$ cat config.mk
export PLATFORM = sky130hd
export DESIGN_NAME = register_file_write_arbiter_flat
export DESIGN_NICKNAME = d
export VERILOG_FILES = /design/src/rtl/register_file_write_arbiter_if.sv /design/src/rtl/register_file_write_arbiter.sv /design/src/flat_wrapper.sv
export SDC_FILE = /design/constraint.sdc
export NUM_CORES = 1
export LEC_CHECK = 0
export ABC_AREA = 1
export BUFFER_PORTS_ARGS = -buffer_cell sky130_fd_sc_hd__buf_2
export CAP_MARGIN = 30
export CORE_MARGIN = 2
export CORE_UTILIZATION = 30
export CTS_BUF_LIST = sky130_fd_sc_hd__clkbuf_8
export CTS_CLUSTER_SIZE = 10
export DETAILED_ROUTE_END_ITERATION = 12
export SYNTH_ARGS = -nofsm -noshare
export SYNTH_HDL_FRONTEND = slang
export SYNTH_SLANG_ARGS = --single-unit
$ cat constraint.sdc
create_clock -name clock -period 6.4 [get_ports clock]
set_input_delay 0.64 -clock clock [delete_from_list [all_inputs] [get_ports clock]]
set_output_delay 0.64 -clock clock [all_outputs]
set_load 0.01 [all_outputs]
$ cat src/rtl/register_file_write_arbiter_if.sv
// Bus bundle between two write requesters, the arbiter, and the register-file write port.
// The master side owns the request fields; the slave side (the arbiter) owns readies and the write port.
interface register_file_write_arbiter_if #(
  parameter int ADDR_W = 5,
  parameter int DATA_W = 32
);
  logic              req0_valid;
  logic [ADDR_W-1:0] req0_addr;
  logic [DATA_W-1:0] req0_data;
  logic              req0_ready;

  logic              req1_valid;
  logic [ADDR_W-1:0] req1_addr;
  logic [DATA_W-1:0] req1_data;
  logic              req1_ready;

  logic              rf_enable;
  logic [ADDR_W-1:0] rf_rw;
  logic [DATA_W-1:0] rf_pw;
  logic              busy;
  logic [15:0]       write_count;

  modport master (
    output req0_valid, req0_addr, req0_data,
    output req1_valid, req1_addr, req1_data,
    input  req0_ready, req1_ready,
    input  rf_enable, rf_rw, rf_pw, busy, write_count
  );

  modport slave (
    input  req0_valid, req0_addr, req0_data,
    input  req1_valid, req1_addr, req1_data,
    output req0_ready, req1_ready,
    output rf_enable, rf_rw, rf_pw, busy, write_count
  );
endinterface

$ cat src/rtl/register_file_write_arbiter.sv
// Two-requester write arbiter for a single register-file write port.
// Each requester owns a one-entry holding buffer; ties alternate with last_grant.
module register_file_write_arbiter #(
  parameter int ADDR_W = 5,
  parameter int DATA_W = 32
) (
  input logic clock,
  input logic reset,
  register_file_write_arbiter_if.slave bus
);

  logic [1:0]        buf_valid;
  logic [ADDR_W-1:0] buf_addr [2];
  logic [DATA_W-1:0] buf_data [2];
  logic              last_grant;

  logic              grant_any;
  logic              grant_idx;
  logic [1:0]        grant;
  logic [1:0]        ready;
  logic [1:0]        accept;

  logic              rf_enable_q;
  logic [ADDR_W-1:0] rf_rw_q;
  logic [DATA_W-1:0] rf_pw_q;
  logic [15:0]       write_count_q;

  // Grant depends only on held state, so no valid-to-ready combinational path exists.
  always_comb begin
    // NOTE: every output of this block gets a default first so no path can infer a latch.
    grant_any = 1'b0;
    grant_idx = 1'b0;
    case (buf_valid)
      2'b01: begin grant_any = 1'b1; grant_idx = 1'b0;        end
      2'b10: begin grant_any = 1'b1; grant_idx = 1'b1;        end
      2'b11: begin grant_any = 1'b1; grant_idx = ~last_grant; end
      default: ;
    endcase
    grant = grant_any ? (2'b01 << grant_idx) : 2'b00;
  end

  assign ready[0]  = ~reset & (~buf_valid[0] | grant[0]);
  assign ready[1]  = ~reset & (~buf_valid[1] | grant[1]);
  assign accept[0] = bus.req0_valid & ready[0];
  assign accept[1] = bus.req1_valid & ready[1];

  // NOTE: sequential state uses non-blocking assignments so every register samples pre-edge values.
  always_ff @(posedge clock) begin
    if (reset) begin
      buf_valid     <= 2'b00;
      rf_enable_q   <= 1'b0;
      rf_rw_q       <= '0;
      rf_pw_q       <= '0;
      write_count_q <= '0;
      last_grant    <= 1'b1;
    end else begin
      for (int i = 0; i < 2; i++) begin
        if (accept[i])     buf_valid[i] <= 1'b1;
        else if (grant[i]) buf_valid[i] <= 1'b0;
      end
      if (grant_any) begin
        rf_enable_q   <= 1'b1;
        rf_rw_q       <= buf_addr[grant_idx];
        rf_pw_q       <= buf_data[grant_idx];
        write_count_q <= write_count_q + 16'd1;
        last_grant    <= grant_idx;
      end else begin
        rf_enable_q   <= 1'b0;
      end
    end
  end

  // NOTE: buffer payloads are left out of reset; the valid bits alone decide whether they are used.
  always_ff @(posedge clock) begin
    if (accept[0]) begin
      buf_addr[0] <= bus.req0_addr;
      buf_data[0] <= bus.req0_data;
    end
    if (accept[1]) begin
      buf_addr[1] <= bus.req1_addr;
      buf_data[1] <= bus.req1_data;
    end
  end

  assign bus.req0_ready  = ready[0];
  assign bus.req1_ready  = ready[1];
  assign bus.rf_enable   = rf_enable_q;
  assign bus.rf_rw       = rf_rw_q;
  assign bus.rf_pw       = rf_pw_q;
  assign bus.write_count = write_count_q;
  assign bus.busy        = (|buf_valid) | rf_enable_q;

endmodule

$ cat src/flat_wrapper.sv
// flat-port wrapper written by rule: the top's interface ports become plain ports
module register_file_write_arbiter_flat 
#(
  parameter int ADDR_W = 5,
  parameter int DATA_W = 32
)
  (clock, reset, bus_req0_valid, bus_req0_addr, bus_req0_data, bus_req1_valid, bus_req1_addr, bus_req1_data, bus_req0_ready, bus_req1_ready, bus_rf_enable, bus_rf_rw, bus_rf_pw, bus_busy, bus_write_count);
  register_file_write_arbiter_if #(.ADDR_W(ADDR_W), .DATA_W(DATA_W)) bus_i ();
  input logic clock;
  input logic reset;
  input wire logic [$bits(bus_i.req0_valid)-1:0] bus_req0_valid;
  input wire logic [$bits(bus_i.req0_addr)-1:0] bus_req0_addr;
  input wire logic [$bits(bus_i.req0_data)-1:0] bus_req0_data;
  input wire logic [$bits(bus_i.req1_valid)-1:0] bus_req1_valid;
  input wire logic [$bits(bus_i.req1_addr)-1:0] bus_req1_addr;
  input wire logic [$bits(bus_i.req1_data)-1:0] bus_req1_data;
  output wire logic [$bits(bus_i.req0_ready)-1:0] bus_req0_ready;
  output wire logic [$bits(bus_i.req1_ready)-1:0] bus_req1_ready;
  output wire logic [$bits(bus_i.rf_enable)-1:0] bus_rf_enable;
  output wire logic [$bits(bus_i.rf_rw)-1:0] bus_rf_rw;
  output wire logic [$bits(bus_i.rf_pw)-1:0] bus_rf_pw;
  output wire logic [$bits(bus_i.busy)-1:0] bus_busy;
  output wire logic [$bits(bus_i.write_count)-1:0] bus_write_count;
  assign bus_i.req0_valid = bus_req0_valid;
  assign bus_i.req0_addr = bus_req0_addr;
  assign bus_i.req0_data = bus_req0_data;
  assign bus_i.req1_valid = bus_req1_valid;
  assign bus_i.req1_addr = bus_req1_addr;
  assign bus_i.req1_data = bus_req1_data;
  assign bus_req0_ready = bus_i.req0_ready;
  assign bus_req1_ready = bus_i.req1_ready;
  assign bus_rf_enable = bus_i.rf_enable;
  assign bus_rf_rw = bus_i.rf_rw;
  assign bus_rf_pw = bus_i.rf_pw;
  assign bus_busy = bus_i.busy;
  assign bus_write_count = bus_i.write_count;
  register_file_write_arbiter #(.ADDR_W(ADDR_W), .DATA_W(DATA_W)) u_core (.clock(clock), .reset(reset), .bus(bus_i));
endmodule
After elaboration in Yosys (flattened, before gate mapping)
Memory sizes are Yosys's and may differ from the RTL's. A register that Yosys moved wholly into a read port is not among the register bits.
Index checks and enable logic that the tools add are counted.
W data, S select, Z words.
{"block": "word_totals", "ramBits": 74, "register_bits": 20, "mem_count": 2, "elab_cells": 39, "output_inout_bits": 57, "latch_bits": 0, "mem_bits_ro": 0}
{"name": "u_core.buf_data", "depth": 2, "word_bits": 32, "read_ports": 1, "rd_clocked_by_memory_dff": 1, "write_ports": 2, "line_no": "register_file_write_arbiter.sv:14", "rtl": "logic [DATA_W-1:0] buf_data [2];"}
{"name": "u_core.buf_addr", "depth": 2, "word_bits": 5, "read_ports": 1, "rd_clocked_by_memory_dff": 1, "write_ports": 2, "line_no": "register_file_write_arbiter.sv:13", "rtl": "logic [ADDR_W-1:0] buf_addr [2];"}
{"block": "classes", "order_cmp": 0, "add_sub_neg": 1, "shifts": 1, "bitwise_logic": 11, "div": 0, "n_eq_ne": 3, "reduce_logical": 4, "multipliers": 0, "mux": 12}
{"cell": "$add A16 B1 Y16 const B", "n": 1}
{"cell": "$mux W1", "n": 10}
{"cell": "$and A1 B1 Y1", "n": 4}
{"cell": "$eq A2 B2 Y1 const B", "n": 2}
{"cell": "$not A1 Y1", "n": 4}
{"cell": "$reduce_bool A2 Y1", "n": 2}
{"cell": "$or A1 B1 Y1", "n": 3}
{"cell": "$reduce_or A3 Y1", "n": 1}
{"cell": "$eq A2 B1 Y1 const B", "n": 1}
{"cell": "$mux W2", "n": 1}
{"cell": "$pmux W1 S2", "n": 1}
{"cell": "$reduce_or A2 Y1", "n": 1}
{"cell": "$shl A1 B1 Y2 const A", "n": 1}

Depth between registers and ports, before layout
{"block": "logic_depth", "depth_word": 9, "depth_mapped": 9, "ltp_nobuf": 9}

Worst setup path before layout
Ideal clock, no wire load.
{"block": "synth_timing", "path_kind": "input to register", "startpoint": "in reset", "endpoint": "mem u_core.buf_addr[0][0] (enable)", "setup_ns": 0.485, "arrival_ns": 3.579, "path_stages": 2, "n_path_buf": 1, "required_ns": 5.915, "slack_ns": 2.336, "cell_sequence": "buf_2 > nor3b_1"}
{"element": "from (decl)", "line_no": "flat_wrapper.sv:10", "rtl": "input logic reset;"}
{"element": "to (decl)", "line_no": "register_file_write_arbiter.sv:13"}

Worst setup path in the final report
{"block": "layout_timing", "startpoint": "reg u_core.buf_valid[1]", "endpoint": "out bus_req0_ready"}
{"block": "layout_between", "elab_chain_len": 6, "word_cells_on_any_way": 10, "classes_between": "eq/ne (3); shift (1); mux (3); bitwise (2); reduce/logical (1)"}
{"element": "from (decl)", "line_no": "register_file_write_arbiter.sv:12", "rtl": "logic [1:0] buf_valid;"}
{"element": "from (signal assigned)", "line_no": "register_file_write_arbiter.sv:50", "rtl": "buf_valid <= 2'b00;"}
{"element": "from (signal, indexed assignment)", "line_no": "register_file_write_arbiter.sv:58", "rtl": "if (accept[i]) buf_valid[i] <= 1'b1;"}
{"element": "from (signal, indexed assignment)", "line_no": "register_file_write_arbiter.sv:59", "rtl": "else if (grant[i]) buf_valid[i] <= 1'b0;"}
{"element": "$eq A2 B2 Y1 / $eq A2 B1 Y1 (equally long branches)", "line_no": "register_file_write_arbiter.sv:33", "rtl": "case (buf_valid)"}
{"element": "$pmux W1 S2 / $reduce_or A3 Y1 (equally long branches)"}
{"element": "$shl A1 B1 Y2 / $mux W1 (equally long branches)", "line_no": "register_file_write_arbiter.sv:39, register_file_write_arbiter.sv:33"}
{"element": "$mux W2 *", "line_no": "register_file_write_arbiter.sv:39", "rtl": "grant = grant_any ? (2'b01 << grant_idx) : 2'b00;"}
{"element": "$or A1 B1 Y1 *", "line_no": "register_file_write_arbiter.sv:42", "rtl": "assign ready[0] = ~reset & (~buf_valid[0] | grant[0]);"}
{"element": "$and A1 B1 Y1 *", "line_no": "register_file_write_arbiter.sv:42"}
{"element": "to (decl)", "line_no": "flat_wrapper.sv:17", "rtl": "output wire logic [$bits(bus_i.req0_ready)-1:0] bus_req0_ready;"}
Mark *: on every way between the ends. The rest lies on a longest branch, timed or not.

==> results by stage <==
Floorplan:
- The area inside the core boundary is 15900 um2.
- The die width is 131 um.
- The die covers 17300 um2.
- For this design the top-level I/O count stands at roughly 140.
- The die is 131 um tall.
- The initial standard-cell utilization of the core is a little under a third.
- The initialized floorplan defines 46 standard-cell rows.

Global routing:
- Entering global routing, the biggest net connects 76 pins.
- The initial antenna violation count is 0.
- The total congestion overflow is 0.
- The first global-routing pass estimated 17500 um of wire.
- The number of global-route vias before repair is 3589.
- For this run, the total global-route usage over all layers was measured as between 10% and 20%.

Worst setup path:
- The path depth of the worst reg2reg path is 5.
- In this run the critical register-to-register path is launched from u_core.buf_valid[0]$_SDFFE_PP0P_.
- The worst setup path is of the flip-flop to primary output kind.
- The critical path goes through inv_1 -> nor3_1 -> nor2_1 -> buf_2.
- The peak fanout along the critical path is 3.
- The biggest cell delay along the critical path is 0.44 ns.
- The endpoint kind of the worst setup timing path is a primary output.
- The critical path startpoint category is a flip-flop.
- The startpoint of the most critical setup path is u_core.buf_valid[1]$_SDFFE_PP0P_.
- The required time of the worst setup path is 5.76 ns.
- On the critical path, the stage with the largest delay is an instance of dfxtp_1.
- Data arrives at the worst endpoint at between 1.5 and 2 ns.

Timing:
- Setup total negative slack on the finished layout was measured at 0 ns.
- Based on the critical path, the design can be clocked at up to 0.441 GHz.
- The final number of hold-violating endpoints is 0.
- Across the routed clock network, the largest skew measured is between 0.009 and 0.01 ns.
- Setup slack closes at 4.13 ns.
- The worst path in the final design needs a cycle of 2.27 ns, including I/O delays and setup.
- The headroom to the max-slew limit is around 55%.
- The tightest hold path in the finished design has a slack of 0.387 ns.
- The final number of max-transition violations is 0.
- Setup repair after global routing left no endpoint under its margin.
- After layout, the worst path uses a little over a third of the clock period.
- For the pin with the worst max-slew slack, the measured transition is 0.677 ns.
- The number of endpoints failing setup at the final stage is 0.

Clocking:
- The count of buffers added by post-CTS timing repair for setup is 0.
- The maximum number of buffers from clock root to sink is 2.
- Hold repair after CTS inserted 0 buffers.
- The TritonCTS sink count is 131.
- The H-tree was split into 4 levels.
- The clock insertion delay at the later pin of the skew report is 0.43 ns.
- The clock root buffer master is clkbuf_8.
- TritonCTS built the clock tree.
- The number of buffers inserted during clock tree synthesis is 17.
- Clock-pin slew was measured on the worst setup and hold paths at 0.07 ns.
- The quantity of gates resized following cts is 0.

Placed design:
- The setup slack at placement is 4.28 ns.
- The last weighted congestion value of the routability-driven placer is 0.840.
- The count of buffers added on input and output ports is approximately 130.
- The HPWL after detailed placement is 7290 um.
- In this run the cell area measured after placement is 5780 um2.

Detailed routing:
- The count of nets left with antenna violations once routing finished came out at 0.
- Using the TritonRoute via totals, the vias-per-cell ratio works out to ~4.4.
- For this run, the detailed router's first-pass iteration total came to 4.
- In the final routed layout, each cell accounts on average for between 10 and 15 um.
- The overall via count from detail_route is ~3600.
- The total wire length after detailed routing is 10800 um.
- The number of remaining DRC errors is 0.
- The first routing iteration left around 190 violations.

Power:
- The leakage power of the design is 0.00268 uW.
- The total power is 1730 uW.
- The worst IR drop on VDD is around 130 uV.
- Dividing total power by cell area gives a power density of 282 nW/um2.

Yosys:
- Of the synthesized area, sequential elements account for 69.0%.
- Synthesis produced 452 cells.
- The count of state elements after synthesis is 131.
- The cell area after technology mapping is 4870 um2.
- The number of nets produced by synthesis is ~530.
- Yosys mapped the design onto 25 distinct sky130hd cell types.
- The total of warnings raised by yosys is 0.
- The synthesized area divided by synthesized cell count is 10.8 um2.

Cells and area:
- The finished layout cell area is about 6100 um2.
- The area growth from synthesis to layout is 25.5%.
- In the layout the commonest cells are buf_2, edfxtp_1, nand2_1.
- The post-route netlist has between 20 and 30% of its cells at a drive strength greater than 1.
- The net total in the final layout is roughly 670.
- 0 antenna diodes ended up in the layout.
- The commonest non-fill, non-tap cell in the layout is buf_2.

Run:
- Across the run, the number of max-cap violations was 0.

Worst hold path:
- The path class of the tightest hold or removal check is input port to flip-flop.
- The number of cells on the worst hold path is 1.
- The worst hold path begins at bus_req0_data[26].

Run status:
- The run finished with clean final reports.
[per-layer routing]
metal | track usage [%] | share of wire, %
met1 | 15.6 | 45
met5 | 0 | 0
met2 | 21.3 | 47
met4 | 4.65 | 0.99
met3 | 5.29 | 7.1
[worst paths after layout]
path              slack [ns]                                 to
setup / recovery        4.13                     bus_req0_ready
hold / removal          0.39   u_core.buf_data[0][26]$_DFFE_PP_
setup reg to reg        4.52  u_core.bus.rf_pw[20]$_SDFFE_PP0P_
hold reg to reg         0.48   u_core.bus.rf_pw[8]$_SDFFE_PP0P_
[report_power, final]
part / switching, uW / total, uW / internal [uW]
registers: 25.7 / 966 / 940
logic: 94.5 / 158 / 63.1
clock network: 289 / 602 / 312
total: 410 / 1730 / 1320
[cell families after synthesis]
kind of cell / after synthesis / synth area share [%]
buffers and inverters: 77 / 7.04
and+or+nand+nor: 149 / 13.8
DFF: 131 / 69.0
AOI/OAI and AO/OA: 94 / 9.84
adders and majority gates: 1 / 0.257
[cell usage after synthesis]
cell      count  area, um2
nor2_4        4       45.0
ha_1          1       12.5
clkinv_1      1       3.75
clkbuf_1      8       30.0
dfxtp_1      57       1140
edfxtp_1     74       2220
nand4_1       2       12.5
inv_1        53        199
nand2_1      63        236
nor3b_1       2       15.0
buf_6         6       67.6
clkbuf_2      1       5.00
o211ai_1      1       7.51
a21oi_1      12       60.1
o21ai_2       1       8.76
o21ai_0      52        260
nor2_1       23       86.3
nor2_2        1       6.26
buf_2         6       30.0
inv_2         2       7.51
or2_2         1       6.26
o21a_1        1       7.51
o21ai_1      27        135
nand3_1      50        250
nor3_1        3       15.0
[worst max-delay path: cells and delay by family, from the launching register on]
kind / cells / cell delay, ns
buf+inv: 2 / 0.27
flops: 1 / 0.44
simple gates: 2 / 0.49
[flip-flops by register name, indices dropped and copies added (netlist names)]
| name | cells |
|---|---|
| u_core.buf_addr | 10 |
| u_core.buf_data | 64 |
| u_core.buf_valid | 2 |
| u_core.bus.rf_enable | 1 |
| u_core.bus.rf_pw | 32 |
| u_core.bus.rf_rw | 5 |
| u_core.bus.write_count | 16 |
| u_core.last_grant | 1 |
[through the flow]
| stage | utilization (%) | cells |
|---|---|---|
| after global routing | 38.5 | 817 |
| after floorplan | - | 452 |
| after global placement | 36.0 | 784 |
| final | 38.5 | 817 |
| after CTS | 38.5 | 817 |
| after detailed placement | 36.4 | 786 |
[layout make-up]
| cell class | count | area (um2) |
|---|---|---|
| flip-flops and latches | 131 | 3360 |
| clock buffers | 19 | 262 |
| multi-input cells | 244 | 1180 |
| inverters | 56 | 210 |
| repair buffers | 139 | 748 |
| clock inverters | 12 | 76.3 |
| well taps | 216 | 270 |
| fillers | 1572 | 9770 |
(Power assumes the default switching activity.)
